`src/rtl/mem_bus_arbiter.sv`:
```
// Two-requester memory bus arbiter: instruction fetch vs. load/store, data-first with fetch starvation guard.
// Optional alignment check enabled by defining MEM_BUS_ARBITER_ALIGN_CHECK_EN (adds data_misaligned output).
module mem_bus_arbiter #(
    parameter int ADDR_W       = 32,
    parameter int DATA_W       = 32,
    parameter int MEM_LATENCY  = 1,
    parameter int STARVE_LIMIT = 4
) (
    input  logic              clk,
    input  logic              rst_n,
    input  logic              fetch_req,
    input  logic [ADDR_W-1:0] fetch_addr,
    output logic              fetch_ready,
    output logic [DATA_W-1:0] fetch_rdata,
    input  logic              data_req,
    input  logic              data_we,
    input  logic [1:0]        data_width,
    input  logic [ADDR_W-1:0] data_addr,
    input  logic [DATA_W-1:0] data_wdata,
    output logic              data_ready,
    output logic [DATA_W-1:0] data_rdata,
`ifdef MEM_BUS_ARBITER_ALIGN_CHECK_EN
    output logic              data_misaligned,
`endif
    output logic [ADDR_W-1:0] mem_addr,
    output logic [DATA_W-1:0] mem_wdata,
    output logic [1:0]        mem_width,
    output logic              mem_we,
    output logic              mem_re,
    input  logic [DATA_W-1:0] mem_rdata
);

    localparam int CNT_W = (MEM_LATENCY > 1) ? $clog2(MEM_LATENCY) : 1;
    localparam logic [CNT_W-1:0] CNT_LAST = CNT_W'(MEM_LATENCY - 1);
    localparam int STV_W = $clog2(STARVE_LIMIT + 1);
    localparam logic [STV_W-1:0] STV_MAX = STV_W'(STARVE_LIMIT);

    typedef enum logic [1:0] {IDLE, BUSY_FETCH, BUSY_DATA} state_t;

    state_t            state_reg, state_next;
    logic [CNT_W-1:0]  wait_cnt_reg, wait_cnt_next;
    logic [STV_W-1:0]  starve_reg, starve_next;
    logic              misalign_reg, misalign_next;
    logic [ADDR_W-1:0] mem_addr_reg, mem_addr_next;
    logic [DATA_W-1:0] mem_wdata_reg, mem_wdata_next;
    logic [1:0]        mem_width_reg, mem_width_next;
    logic              mem_we_reg, mem_we_next;
    logic              mem_re_reg, mem_re_next;
    logic [DATA_W-1:0] fetch_rdata_reg, data_rdata_reg;

    logic last_cycle, arb_point, fetch_elig, data_elig;
    logic grant_data, grant_fetch, misaligned_req, data_capture;

`ifdef MEM_BUS_ARBITER_ALIGN_CHECK_EN
    assign misaligned_req = ((data_width == 2'd1) && data_addr[0]) ||
                            ((data_width == 2'd2) && (data_addr[1:0] != 2'b00));
    assign data_misaligned = data_ready && misalign_reg;
`else
    assign misaligned_req = 1'b0;
`endif

    // A misaligned access is never issued, so it finishes after its first busy cycle.
    assign last_cycle  = (state_reg != IDLE) && ((wait_cnt_reg == CNT_LAST) || misalign_reg);
    assign fetch_ready = (state_reg == BUSY_FETCH) && last_cycle;
    assign data_ready  = (state_reg == BUSY_DATA) && last_cycle;
    assign arb_point   = (state_reg == IDLE) || last_cycle;

    assign fetch_elig  = fetch_req && !fetch_ready;
    assign data_elig   = data_req && !data_ready;
    assign grant_data  = arb_point && data_elig && (!fetch_elig || (starve_reg != STV_MAX));
    assign grant_fetch = arb_point && fetch_elig && !grant_data;

    assign data_capture = data_ready && !misalign_reg;
    assign fetch_rdata  = fetch_ready ? mem_rdata : fetch_rdata_reg;
    assign data_rdata   = data_capture ? mem_rdata : data_rdata_reg;

    assign mem_addr  = mem_addr_reg;
    assign mem_wdata = mem_wdata_reg;
    assign mem_width = mem_width_reg;
    assign mem_we    = mem_we_reg;
    assign mem_re    = mem_re_reg;

    always_comb begin
        state_next     = state_reg;
        wait_cnt_next  = wait_cnt_reg;
        starve_next    = starve_reg;
        misalign_next  = misalign_reg;
        mem_addr_next  = mem_addr_reg;
        mem_wdata_next = mem_wdata_reg;
        mem_width_next = mem_width_reg;
        mem_we_next    = mem_we_reg;
        mem_re_next    = mem_re_reg;

        if (grant_data) begin
            state_next     = BUSY_DATA;
            wait_cnt_next  = '0;
            misalign_next  = misaligned_req;
            mem_addr_next  = data_addr;
            mem_wdata_next = data_wdata;
            mem_width_next = data_width;
            mem_we_next    = data_we && !misaligned_req;
            mem_re_next    = !data_we && !misaligned_req;
        end else if (grant_fetch) begin
            state_next     = BUSY_FETCH;
            wait_cnt_next  = '0;
            misalign_next  = 1'b0;
            mem_addr_next  = fetch_addr;
            mem_width_next = 2'd2;
            mem_we_next    = 1'b0;
            mem_re_next    = 1'b1;
        end else if (arb_point) begin
            // Nothing to grant: drop the strobes, leave address/data/width parked.
            state_next     = IDLE;
            wait_cnt_next  = '0;
            misalign_next  = 1'b0;
            mem_we_next    = 1'b0;
            mem_re_next    = 1'b0;
        end else begin
            wait_cnt_next  = wait_cnt_reg + 1'b1;
        end

        if (arb_point) begin
            if (grant_fetch || !fetch_req) begin
                starve_next = '0;
            end else if (grant_data && (starve_reg != STV_MAX)) begin
                starve_next = starve_reg + 1'b1;
            end
        end
    end

    always_ff @(posedge clk or negedge rst_n) begin
        if (!rst_n) begin
            state_reg       <= IDLE;
            wait_cnt_reg    <= '0;
            starve_reg      <= '0;
            misalign_reg    <= 1'b0;
            mem_addr_reg    <= '0;
            mem_wdata_reg   <= '0;
            mem_width_reg   <= 2'd0;
            mem_we_reg      <= 1'b0;
            mem_re_reg      <= 1'b0;
            fetch_rdata_reg <= '0;
            data_rdata_reg  <= '0;
        end else begin
            state_reg     <= state_next;
            wait_cnt_reg  <= wait_cnt_next;
            starve_reg    <= starve_next;
            misalign_reg  <= misalign_next;
            mem_addr_reg  <= mem_addr_next;
            mem_wdata_reg <= mem_wdata_next;
            mem_width_reg <= mem_width_next;
            mem_we_reg    <= mem_we_next;
            mem_re_reg    <= mem_re_next;
            if (fetch_ready) begin
                fetch_rdata_reg <= mem_rdata;
            end
            if (data_capture) begin
                data_rdata_reg <= mem_rdata;
            end
        end
    end

endmodule

```
`config.mk`:
```
export PLATFORM = sky130hd
export DESIGN_NAME = mem_bus_arbiter
export DESIGN_NICKNAME = d
export VERILOG_FILES = /design/src/rtl/mem_bus_arbiter.sv
export SDC_FILE = /design/constraint.sdc
export NUM_CORES = 1
export LEC_CHECK = 0
export ABC_CLOCK_PERIOD_IN_PS = 1750
export BUFFER_PORTS_ARGS = -buffer_cell sky130_fd_sc_hd__clkbuf_2
export CAP_MARGIN = 10
export CORE_UTILIZATION = 43
export CTS_BUF_LIST = sky130_fd_sc_hd__clkbuf_8
export CTS_CLUSTER_SIZE = 12
export DETAILED_ROUTE_END_ITERATION = 8
export GPL_ROUTABILITY_DRIVEN = 0
export PLACE_DENSITY = 0.88
export RECOVER_POWER = 100
export SYNTH_ARGS = -nofsm -noshare
export SYNTH_HDL_FRONTEND = slang
export SYNTH_SLANG_ARGS = --single-unit
export TNS_END_PERCENT = 30
```
`constraint.sdc`:
```
create_clock -name clk -period 1.75 [get_ports clk]
set_input_delay 0 -clock clk [delete_from_list [all_inputs] [get_ports clk]]
set_output_delay 0 -clock clk [all_outputs]
set_load 0.02 [all_outputs]
```
==> reports/metrics.yaml <==
status: "finished, violations left"
violations: "setup timing"
hold_class: "in -> reg"
seq_area_frac_synth: 0.625
max_freq_mhz: 493
cp_num_buf_inv: 4
crit_family: "buffers and inverters"
p_seq_frac: 0.299
synth_top_area_share: 0.625
max_slew_margin: 0.0783
dpl.hpwl_mm: 9.88
antenna_found_initial: 1
leakagePower_uw: 0.00462
drt_iter0_markers: 530
grt_first_pass_wirelength_mm: 28.6
drt-vias-per-instance: 5.28
cp-end-kind: "output pin"
start_kind: "register"
clock_path_buffers: 2
power_density_nw_per_um2: 1940
synth_top_area_cell: "dfrtp_1"
maxCapViolCount: 0
setup_slack_ns: -0.279
dieWidth_um: 115
ys_warn_count: 0
p_sw_frac: 0.406
p_comb_frac: 0.573
clock_sinks: 138
min_period_over_period: 1.16
ir_worst_vdd_uv: 1350
synth_cell_types: 37
drc: 0
crit_type: "reg -> out"
hold_viol: 0
grt_max_degree: 64
syn_nets: 502
ys_ff_latch: 138
slew_viol_final: 0
final_util: 0.777
overflow: 0
internal_power_uw: 11200
io_buffers: 268
first_global_vias: 5622
track_usage: 0.290
via_count: 5228
setup_viol: 126
slowest_stage: "dfrtp_2"
firstDrtPassIters: 5
clk_pin_slew_ns: 0.09
drt-total-wl_mm: 20.9
syn_area_um2: 5530
total_power_uw: 18900
layout-drive-gt1-share: 0.461
dieArea_um2: 13300
critPathArrivalTime_ns: 2.03
slowest_delay_ns: 0.42
fill_cells: 730
dieHeight_um: 115
path_cells: "buf_6 > nor3b_4 > buf_6 > clkbuf_16 > mux2_4 > buf_6"
p_switching_uw: 7670
period_minus_slack_ns: 2.03
cts_tree: "yes"
cts-root-buf: "clkbuf_8"
clk_latency_ns: 0.43
synthCells: 365
row_count: 41
cts_max_level: 4
placed_area_um2: 7150
wl_per_cell_um: 21.1
fin_area_um2: 9770
core-area_um2: 12600
start_util: 0.440
cp_max_fo: 8
nets: 942
syn2layout_area_growth_pct: 76.7
clock_skew_ns: 0.0147
worst_pin_slew_ns: 1.38
postSynthAreaPerCell_um2: 15.1
worst_path_most_repeated_cell: "buf_6"
clock_power_share: 0.127
synth.area.top_cells: "dfrtp_1 62%, mux2_2 18%, a221o_1 5.8%, and2_1 3.7%, mux2_1 1.8%"
rsz0062_at_grt: "yes"
cts_buffers: 17
io_pins: 269
cp.required_ns: 1.75
postRouteAntennaNets: 0
tightest hold or removal path: stages:
cell	delay (ns)
dlygate4sd3_1	0.52
clkbuf_2	0.09
mux2_1	0.11
layout by cell type, fill, tap and decap left out, types with 15 or more instances in the layout:
cell / n
buf_6: 48
mux2_4: 51
clkbuf_1: 68
buf_8: 15
and2_1: 25
dfrtp_1: 137
clkbuf_2: 145
clkbuf_8: 17
dlygate4sd3_1: 134
mux2_1: 19
buf_4: 19
mux2_2: 26
a221o_1: 32
routing by layer:
| layer | vias up | GRT usage | part of all wire |
|---|---|---|---|
| met5 | - | 0 | 0 |
| met4 | 0 | 0.175 | 0.046 |
| met3 | 86 | 0.0749 | 0.061 |
| met2 | 331 | 0.523 | 0.54 |
| met1 | 2598 | 0.304 | 0.36 |
| li1 | 2213 | - | - |
worst paths after layout:
check | from | endpoint | slack (ns) | depth (start not counted)
max | wait_cnt_reg | fetch_rdata[14] | -0.28 | 6
min | data_wdata[22] | mem_wdata[22] | 0.33 | 3
max reg2reg | state_reg[1] | mem_addr[6] | -0.14 | 7
min reg2reg | mem_wdata[8] | mem_wdata[8] | 0.50 | 1
max in group asynchronous | rst_n | mem_wdata[15] | 0.30 | 3
min in group asynchronous | rst_n | mem_wdata[12] | 0.43 | 2
power by group through the flow:
stage                     sequential, uW  combinational [uW]  clock [uW]
final                               5660               10800        2410
after global routing                5790               11400        2580
after CTS                           5480                9040        2420
after detailed placement            5530                7930           0
after global placement              5440                7660           0
after floorplan                     6340                4360           0
cells in the mapped netlist (all sizes together):
cell / number
a21oi: 2
nand3b: 2
a311oi: 1
nor3b: 1
a41o: 2
a31oi: 1
and2: 34
buf: 20
nor2b: 1
o32ai: 1
a221o: 32
nand2: 3
dfrtp: 138
a22oi: 1
or2: 1
nand2b: 1
inv: 5
ha: 2
mux2: 96
a21o: 1
conb: 1
clkbuf: 3
a2bb2oi: 2
a22o: 1
o22a: 1
a31o: 3
a21boi: 1
nor2: 6
nand4: 1
a32o: 1
cell type report:
type / count / area, um2 / share of cell area
Multi-Input combinational cell: 199 / 2180 / 0.223
Sequential cell: 138 / 3450 / 0.354
Clock inverter: 15 / 125 / 0.0128
Antenna cell: 1 / 2.50 / 0.000256
Clock buffer: 17 / 234 / 0.0240
Inverter: 5 / 18.8 / 0.00192
Timing Repair Buffer: 444 / 3540 / 0.362
Tap cell: 172 / 215 / 0.0220
cell families (layout without fill, tap and decap cells):
family / count (synthesis) / in the layout / synth area share
flip-flops: 138 / 138 / 0.625
multiplexers: 96 / 96 / 0.196
AO/OA/AOI/OAI: 50 / 50 / 0.0881
AND/OR/NAND/NOR: 50 / 50 / 0.0550
buffers and inverters: 28 / 481 / 0.0315
adder cells (fa/ha/maj): 2 / 2 / 0.00453
other: 1 / 2 / 0.000678
per-stage QoR:
step / std cells / TNS [ns] / setup slack, ns / hold slack, ns
floorplan: 365 / 0 / 0.0190 / -0.296
global placement: 795 / 0 / 0.0364 / -0.0429
detailed placement: 795 / -0.431 / -0.0556 / -0.0296
CTS: 978 / -17.44 / -0.303 / 0.0611
global route: 991 / -25.80 / -0.344 / 0.309
finish: 991 / -16.83 / -0.279 / 0.328
what timing repair did:
action                                  CTS  global route
endpoints found under the setup margin  118           134
gates resized for setup                  54           211
buffers inserted                         13            11
hold buffers                            134             0
gates cloned                              4             4
hold endpoints to repair                272             0
pin swaps                                 5            21
(Power assumes the default switching activity.)
